==> src/rtl/counter_capture_pkg.sv <==
// Shared event codes and entry-width helper for the counter event capture block.
// Pure declarations: no logic, no latency, no flow control.
// Imported by the capture top level and its testbench.
package counter_capture_pkg;

    localparam logic [1:0] EV_CROSS_UP = 2'd0;
    localparam logic [1:0] EV_CROSS_DN = 2'd1;
    localparam logic [1:0] EV_WRAP_UP  = 2'd2;
    localparam logic [1:0] EV_WRAP_DN  = 2'd3;

    // Entry layout is {value, code, timestamp}, MSB first.
    function automatic int entry_w(input int data_w, input int ts_w);
        return data_w + 2 + ts_w;
    endfunction

endpackage

==> src/rtl/capture_fifo.sv <==
// Synchronous show-ahead FIFO: the head entry is on dout whenever valid is high.
// Latency: a push is visible one cycle later; a pop exposes the next entry one cycle later.
// Backpressure: a push while full is taken only with a same-cycle pop; pop while empty is ignored.
module capture_fifo #(
    parameter int WIDTH = 50,
    parameter int DEPTH = 8
) (
    input  logic                     clk,
    input  logic                     SCLR,
    input  logic                     push,
    input  logic [WIDTH-1:0]         din,
    input  logic                     pop,
    output logic [WIDTH-1:0]         dout,
    output logic                     valid,
    output logic [$clog2(DEPTH):0]   count,
    output logic                     full
);

    localparam int AW = $clog2(DEPTH);

    logic [WIDTH-1:0] mem [DEPTH];
    logic [AW-1:0]    wr_ptr;
    logic [AW-1:0]    rd_ptr;
    logic             do_rd;
    logic             do_wr;

    assign valid = (count != '0);
    assign full  = (count == (AW+1)'(DEPTH));
    assign dout  = mem[rd_ptr];

    assign do_rd = pop && valid;
    // When full, the slot being written is the one the same-cycle pop frees.
    assign do_wr = push && (!full || do_rd);

    always_ff @(posedge clk) begin
        if (SCLR) begin
            wr_ptr <= '0;
            rd_ptr <= '0;
            count  <= '0;
        end else begin
            if (do_wr) wr_ptr <= wr_ptr + 1'b1;
            if (do_rd) rd_ptr <= rd_ptr + 1'b1;
            case ({do_wr, do_rd})
                2'b10:   count <= count + 1'b1;
                2'b01:   count <= count - 1'b1;
                default: count <= count;
            endcase
        end
    end

    always_ff @(posedge clk) begin
        if (do_wr) mem[wr_ptr] <= din;
    end

endmodule

==> src/rtl/counter_event_capture.sv <==
// Detects threshold crossings and wraps of Q, timestamps them and queues them in a FIFO.
// Latency: an event detected on an edge is on ev_valid/ev_data the following cycle.
// Backpressure: ev_ready pops the head; events arriving with a full, non-popping buffer are dropped into sticky overflow.
module counter_event_capture
    import counter_capture_pkg::*;
#(
    parameter int DATA_W = 32,
    parameter int DEPTH  = 8,
    parameter int TS_W   = 16
) (
    input  logic                     clk,
    input  logic                     SCLR,
    input  logic [DATA_W-1:0]        Q,
    input  logic [DATA_W-1:0]        THRESH,
    input  logic                     ARM,
    output logic                     armed,
    output logic                     ev_valid,
    input  logic                     ev_ready,
    output logic [DATA_W-1:0]        ev_data,
    output logic [1:0]               ev_code,
    output logic [TS_W-1:0]          ev_ts,
    output logic [$clog2(DEPTH):0]   count,
    output logic                     overflow
);

    localparam int EW = entry_w(DATA_W, TS_W);

    logic [TS_W-1:0]   ts;
    logic [DATA_W-1:0] q_d;
    logic              hit;
    logic [1:0]        code;
    logic [EW-1:0]     fifo_dout;
    logic              fifo_full;

    always_ff @(posedge clk) begin
        if (SCLR) ts <= '0;
        else      ts <= ts + 1'b1;
    end

    // The first ARM cycle only loads q_d; detection needs a valid previous sample.
    always_ff @(posedge clk) begin
        if (SCLR) begin
            armed <= 1'b0;
            q_d   <= '0;
        end else if (!ARM) begin
            armed <= 1'b0;
        end else begin
            armed <= 1'b1;
            q_d   <= Q;
        end
    end

    // Wraps are tested first so they mask the crossing they imply.
    always_comb begin
        hit  = 1'b0;
        code = EV_CROSS_UP;
        if (armed && ARM) begin
            if (q_d == '1 && Q == '0) begin
                hit  = 1'b1;
                code = EV_WRAP_UP;
            end else if (q_d == '0 && Q == '1) begin
                hit  = 1'b1;
                code = EV_WRAP_DN;
            end else if (q_d < THRESH && Q >= THRESH) begin
                hit  = 1'b1;
                code = EV_CROSS_UP;
            end else if (q_d >= THRESH && Q < THRESH) begin
                hit  = 1'b1;
                code = EV_CROSS_DN;
            end
        end
    end

    always_ff @(posedge clk) begin
        if (SCLR)                                          overflow <= 1'b0;
        else if (hit && fifo_full && !(ev_valid && ev_ready)) overflow <= 1'b1;
    end

    capture_fifo #(
        .WIDTH (EW),
        .DEPTH (DEPTH)
    ) u_fifo (
        .clk   (clk),
        .SCLR  (SCLR),
        .push  (hit),
        .din   ({Q, code, ts}),
        .pop   (ev_ready),
        .dout  (fifo_dout),
        .valid (ev_valid),
        .count (count),
        .full  (fifo_full)
    );

    assign ev_data = fifo_dout[EW-1 -: DATA_W];
    assign ev_code = fifo_dout[TS_W +: 2];
    assign ev_ts   = fifo_dout[TS_W-1:0];

endmodule
==> config.mk <==
export PLATFORM = sky130hd
export DESIGN_NAME = counter_event_capture
export DESIGN_NICKNAME = d
export VERILOG_FILES = /design/src/rtl/counter_capture_pkg.sv /design/src/rtl/capture_fifo.sv /design/src/rtl/counter_event_capture.sv
export SDC_FILE = /design/constraint.sdc
export NUM_CORES = 1
export LEC_CHECK = 0
export ABC_AREA = 0
export ABC_CLOCK_PERIOD_IN_PS = 16300
export CAP_MARGIN = 10
export CORE_MARGIN = 2
export CORE_UTILIZATION = 60
export CTS_CLUSTER_SIZE = 8
export DETAILED_ROUTE_END_ITERATION = 10
export GPL_ROUTABILITY_DRIVEN = 0
export GPL_TIMING_DRIVEN = 0
export PLACE_DENSITY_LB_ADDON = 0.3
export SETUP_SLACK_MARGIN = 0.3
export SYNTH_ARGS = -nofsm -noshare
export SYNTH_HDL_FRONTEND = slang
export SYNTH_HIERARCHICAL = 1
export SYNTH_SLANG_ARGS = --single-unit
==> constraint.sdc <==
create_clock -name clk -period 16.3 [get_ports clk]
set_clock_uncertainty 0.15 [all_clocks]
set_input_delay 4.89 -clock clk [delete_from_list [all_inputs] [get_ports clk]]
set_output_delay 4.89 -clock clk [all_outputs]
set_load 0.03 [all_outputs]
==> flow_metrics.py, run 1 <==
metrics = {
    "sta": {
        "final-setup-viol-count": 0,
        "fin_crit_ns": 9.55,
        "min_period_over_period": 0.586,
        "final_hold_viol_count": 0,
        "finalHoldWorstSlack_ns": 0.353,
        "setup_tns_ns": 0,
        "drv_slew": 0,
        "slew_headroom": 0.441,
        "rsz0062_at_grt": "no",
        "max_freq_mhz": 105,
        "worstMarginPinSlew_ns": 0.833,
    },
    "synth": {
        "synth-seq-cells": 463,
        "synth_cells": 1096,
        "syn_area_sq_um": 19900,
        "syn_nets": 1234,
        "ys.flop_type": "edfxtp_1",
        "async_reset_ff_frac": 0,
        "synth_edf_count": 400,
        "yosys_warnings": 6,
        "ys_types": 62,
        "syn_avg_cell_area_sq_um": 18.2,
        "ys_seq_area_frac": 0.665,
    },
    "cells_and_area": {
        "instances_no_fill": 1795,
        "nets": 1450,
        "layout-drive-gt1-share": 0.140,
        "postLayoutCellArea_sq_um": 24100,
        "syn_to_final_growth_pct": 20.9,
        "antennaDiodeCount": 0,
    },
    "min_path": {
        "min_to": "u_fifo/wr_ptr[0]",
        "whs_path_depth": 2,
        "hold_start": "u_fifo/wr_ptr[0]",
        "hold_class": "register to register",
    },
    "route": {
        "avgViaCountPerCell": 6.20,
        "drcViolationCount": 0,
        "first_iter_violations": 963,
        "drt-pass1-iter-count": 5,
        "ant_nets": 0,
        "wl_per_cell_um": 24.7,
        "num_vias": 11100,
        "drt_wl_total_mm": 44.3,
    },
    "critical_path": {
        "path_cells": "clkdlybuf4s50_1 > ha_1 > a21oi_1 > o21ai_0 > a221oi_1 > o31a_1 > and2b_1 > mux2i_1 > a21oi_1 > buf_2 > o21ai_1 > or2_2 > nor3_2 > buf_6 > buf_6 > buf_6 > buf_6",
        "crit_path_frequent_cell": "buf_6",
        "r2r_setup_slack_ns": 11.44,
        "cp_slowest_cell": "clkdlybuf4s50_1",
        "worstSetupPathType": "input pin to register",
        "critPathBufInv": 6,
        "slowest_delay_ns": 0.80,
        "worst_r2r_endpoint": "u_fifo/mem[0][42]",
        "arrival_ns": 9.65,
        "critPathCaptureType": "register",
        "critPathTopFamily": "buffers and inverters",
        "startpoint_type": "input pin",
        "critPathMaxFanout": 12,
        "crit-reg2reg-launch": "q_d[11]",
        "ff2ff_path_depth": 16,
        "required_ns": 16.40,
    },
    "run_status": {
        "status": "complete, no violations",
    },
    "job": {
        "drv_cap": 0,
    },
    "die": {
        "die_w_um": 186,
        "initial_core_util": 0.612,
        "die_area_sq_um": 34700,
        "rows": 66,
        "coreArea_sq_um": 32600,
        "io_pins": 125,
        "die_y_um": 186,
    },
    "global_route": {
        "grt_start_max_net_pins": 26,
        "grt.overflow.total": 0,
        "antenna_found_initial": 1,
        "grt_pass1_wl_mm": 67.7,
        "grt_usage": 0.260,
        "grt_pass1_vias": 11500,
    },
    "clock_network": {
        "cts_setup_buffers": 0,
        "numCtsBuffers": 67,
        "clk_pin_slew_ns": 0.05,
        "htree_num_levels": 3,
        "cts_tree": "yes",
        "root_buffer": "clkbuf_16",
        "clock-sinks": 463,
        "cts_resized": 0,
        "hold_buffers": 0,
        "clk_latency_ns": 0.56,
        "clockBufferDepth": 3,
    },
    "placed_design": {
        "placed_cell_area_sq_um": 22200,
        "port_buffers": 123,
        "placedCellCount": 1685,
        "dp_hpwl_mm": 28.7,
    },
    "power_and_ir_drop": {
        "ir_worst_vdd_mv": 0.109,
        "power_leakage_nw": 8.49,
        "powerDensity_nw_per_um2": 128,
        "power_mw": 3.09,
    },
}
-- report_power, final --
group          switching (mW)  internal, mW  total [mW]  leakage, nW
logic                   0.277         0.248       0.525         3.43
registers              0.0167          1.30        1.32         4.14
clock network           0.475         0.770        1.24        0.911
total                   0.769          2.32        3.09         8.49
-- registers in the layout, indices dropped and copies added (netlist names), named ones only --
name / count
ts: 16
u_fifo/count: 4
overflow: 1
u_fifo/mem: 400
u_fifo/wr_ptr: 3
u_fifo/rd_ptr: 3
armed: 1
q_d: 32
-- cell usage after synthesis (9+ instances only) --
cell type | n | area share
a21o_1 | 9 | 0.0034
a21oi_1 | 27 | 0.0068
buf_6 | 11 | 0.0062
clkbuf_1 | 18 | 0.0034
dfxtp_1 | 63 | 0.063
edfxtp_1 | 400 | 0.60
ha_1 | 69 | 0.043
inv_1 | 40 | 0.0075
mux2_2 | 50 | 0.028
mux2i_1 | 36 | 0.018
mux4_1 | 100 | 0.13
nand2_1 | 23 | 0.0043
nand3_1 | 17 | 0.0043
nand4_1 | 25 | 0.0078
nor2_1 | 67 | 0.013
nor4bb_1 | 19 | 0.0095
xor2_1 | 13 | 0.0057
-- worst register-to-register path: cells and delay by family (launching register included) --
kind,cells,cell delay [ns]
AND/OR/NAND/NOR,4,1.53
buffers and inverters,5,1.05
AO/OA/AOI/OAI,5,1.02
flip-flops,1,0.35
adder cells (fa/ha/maj),1,0.35
multiplexers,1,0.11
-- cell families after synthesis --
| group | synth area share |
|---|---|
| AOI/OAI and AO/OA | 0.0250 |
| xor gates and xnor gates | 0.00790 |
| adders and majority gates | 0.0443 |
| buffers and inverters | 0.0204 |
| DFF | 0.665 |
| muxes | 0.178 |
| and+or+nand+nor | 0.0591 |
-- cells in the final DEF (no fill, tap or decap), types with 5 or more instances in the layout --
cell	instances
a21o_1	9
a21oi_1	27
and4_1	5
and4bb_2	5
buf_1	8
buf_12	6
buf_16	6
buf_2	6
buf_6	22
clkbuf_1	55
clkbuf_16	68
clkdlybuf4s50_1	123
dfxtp_1	63
edfxtp_1	400
ha_1	69
inv_1	40
mux2_2	50
mux2i_1	36
mux4_1	100
nand2_1	23
nand3_1	17
nand4_1	25
nor2_1	61
nor2_4	6
nor3_1	6
nor4bb_1	19
o211ai_1	6
o21ai_0	7
or3_1	5
xnor2_1	5
xor2_1	13
-- routing by layer --
metal	global-route usage	routed length [um]	up-vias
met5	0	9	-
met4	0.0843	977	2
met3	0.0451	2690	79
met2	0.448	22700	409
met1	0.340	17900	5675
li1	-	-	4968
-- through the flow --
step,utilization,setup slack [ns]
2_1_floorplan,-,5.21
3_3_place_gp,0.666,0.699
3_5_place_dp,0.681,6.16
4_1_cts,0.739,6.74
5_1_grt,0.739,6.49
6_report,0.739,6.75
-- how the worst max path moves through the flow --
| stage | start | endpoint | slack [ns] | cells after the start |
|---|---|---|---|---|
| 6_report | Q[27] | u_fifo/mem[0][42] | 6.75 | 17 |
| 5_1_grt | Q[27] | u_fifo/mem[0][42] | 6.49 | 17 |
| 4_1_cts | Q[29] | u_fifo/mem[0][42] | 6.74 | 17 |
| 3_5_place_dp | Q[29] | u_fifo/mem[0][42] | 6.16 | 17 |
| 3_3_place_gp | Q[29] | u_fifo/mem[0][42] | 0.70 | 13 |
| 2_1_floorplan | THRESH[10] | u_fifo/mem[0][0] | 5.21 | 13 |
-- cell type report --
cell class	count	area, sq um
flip-flops and latches	463	13300
fillers	1859	8510
multi-input cells	549	6320
clock buffers	105	1840
repair buffers	147	1650
well taps	442	553
plain buffers	44	256
inverters	40	150
clock inverters	5	66.3
(Power assumes the default switching activity.)
==> inputs of run 2 (changes only) <==
ABC_CLOCK_PERIOD_IN_PS = 9800   (was 16300)
CORE_UTILIZATION = 59   (was 60)
clock period = 9.8 ns   (was 16.3 ns; I/O delays follow)
==> flow_metrics.py, run 2 (synthesized netlist as in run 1, its figures left out) <==
metrics = {
    "cells_and_area": {
        "layout-drive-gt1-share": 0.140,
        "largest_reg_flops": 400,
        "postLayoutCellArea_sq_um": 24200,
        "final_cell_mix": "400 x edfxtp_1, 123 x clkdlybuf4s50_1, 100 x mux4_1",
        "fin_util": 0.723,
        "largestRegisters": "u_fifo/mem: 400 flops, q_d: 32 flops, ts: 16 flops",
        "fill_cells": 1962,
        "syn_to_final_growth_pct": 21.2,
        "nets": 1450,
        "final_common_cell": "edfxtp_1",
        "top_register": "u_fifo/mem",
        "instances_no_fill": 1815,
    },
    "clock_network": {
        "numCtsBuffers": 67,
        "clockBufferDepth": 3,
        "hold_buffers": 0,
        "htree_num_levels": 3,
        "cts_tree": "yes",
        "clock-sinks": 463,
        "cts_setup_buffers": 0,
        "clk_latency_ns": 0.56,
        "root_buffer": "clkbuf_16",
        "clk_pin_slew_ns": 0.05,
        "cts_resized": 0,
    },
    "die": {
        "coreArea_sq_um": 33400,
        "die_area_sq_um": 35300,
        "rows": 67,
        "die_w_um": 188,
        "io_pins": 125,
        "initial_core_util": 0.596,
        "die_y_um": 188,
    },
    "global_route": {
        "grt_util_met3": 0.0447,
        "use_met1": 0.325,
        "grt_start_max_net_pins": 26,
        "grt.overflow.total": 0,
        "grtUsageMet2": 0.421,
        "grt_pass1_vias": 11300,
        "gr-max-usage-layer": "met2",
        "grt_pass1_wl_mm": 65.4,
        "grt_usage": 0.248,
        "antenna_found_initial": 1,
    },
    "sta": {
        "drv_slew": 0,
        "worstMarginPinSlew_ns": 0.768,
        "final_hold_viol_count": 0,
        "max_freq_mhz": 135,
        "final-setup-viol-count": 0,
        "fin_crit_ns": 7.39,
        "min_period_over_period": 0.754,
        "slew_headroom": 0.486,
        "rsz0062_at_grt": "no",
        "setup_tns_ns": 0,
    },
    "route": {
        "first_iter_violations": 958,
        "drt-pass1-iter-count": 5,
        "avgViaCountPerCell": 6.06,
        "ant_nets": 0,
        "drcViolationCount": 0,
        "num_vias": 11000,
        "wl_per_cell_um": 23.7,
        "drt_wl_total_mm": 43.1,
    },
    "critical_path": {
        "worst_r2r_endpoint": "u_fifo/mem[0][9]",
        "critPathCaptureType": "register",
        "required_ns": 9.91,
        "ff2ff_path_depth": 15,
        "startpoint_type": "input pin",
        "arrival_ns": 7.50,
        "r2r_setup_slack_ns": 5.26,
        "critPathMaxFanout": 12,
        "crit-reg2reg-launch": "q_d[11]",
        "worstSetupPathType": "input pin to register",
    },
    "power_and_ir_drop": {
        "power_mw": 5.18,
        "powerDensity_nw_per_um2": 214,
        "power_leakage_nw": 8.50,
        "ir_worst_vdd_mv": 0.209,
    },
    "placed_design": {
        "dp_hpwl_mm": 27.2,
        "placed_cell_area_sq_um": 22200,
        "port_buffers": 123,
        "placedCellCount": 1691,
    },
    "job": {
        "drv_cap": 0,
    },
    "min_path": {
        "hold_class": "register to register",
        "hold_start": "u_fifo/wr_ptr[0]",
        "whs_path_depth": 2,
        "min_to": "u_fifo/wr_ptr[0]",
    },
    "run_status": {
        "status": "complete, no violations",
    },
}
run 2: layout make-up:
| type | count | area [sq um] | area share |
|---|---|---|---|
| Clock inverter | 7 | 116 | 0.00481 |
| Timing Repair Buffer | 147 | 1640 | 0.0680 |
| Multi-Input combinational cell | 549 | 6320 | 0.261 |
| Tap cell | 448 | 561 | 0.0232 |
| Buffer | 44 | 256 | 0.0106 |
| Clock buffer | 115 | 1860 | 0.0768 |
| Inverter | 40 | 150 | 0.00621 |
| Antenna cell | 2 | 5.00 | 0.000207 |
| Sequential cell | 463 | 13300 | 0.549 |
run 2: where the power goes:
group          total (mW)  internal, mW  switching [mW]  leakage, nW
Combinational       0.872         0.414           0.458         3.43
Sequential           2.19          2.17          0.0275         4.14
Clock                2.11          1.29           0.820        0.933
Total                5.18          3.87            1.31         8.50
run 2: through the flow:
step / hold slack, ns / setup slack [ns]
after floorplan: 0.312 / 0.657
after global placement: 0.324 / -3.85
after detailed placement: 0.343 / 1.91
after CTS: 0.349 / 2.46
after global routing: 0.402 / 2.26
final: 0.346 / 2.41
run 2: layer usage:
metal | wire [um] | share of wire
met1 | 17800 | 0.41
met2 | 21800 | 0.51
met3 | 2320 | 0.054
met4 | 1120 | 0.026
met5 | 0 | 0
run 2: worst max path at each step:
stage,from,end,cells past startpoint
final,Q[17],u_fifo/mem[0][9],16
after detailed placement,Q[17],u_fifo/mem[0][42],16
after CTS,Q[17],u_fifo/mem[0][14],16
after global routing,Q[17],u_fifo/mem[0][9],16
after global placement,Q[17],u_fifo/mem[0][42],13
after floorplan,THRESH[10],u_fifo/mem[0][0],13
run 2: worst max-delay path, stage by stage:
cell and delay, ns:
clkdlybuf4s50_1 0.81, ha_1 0.34, a21oi_1 0.14, o21ai_0 0.11
a221oi_1 0.44, o31a_1 0.23, and2b_1 0.16, mux2i_1 0.09
a21oi_1 0.27, buf_2 0.27, o21ai_1 0.14, or2_2 0.40
nor3_2 0.55, buf_8 0.24, buf_6 0.18, buf_6 0.16
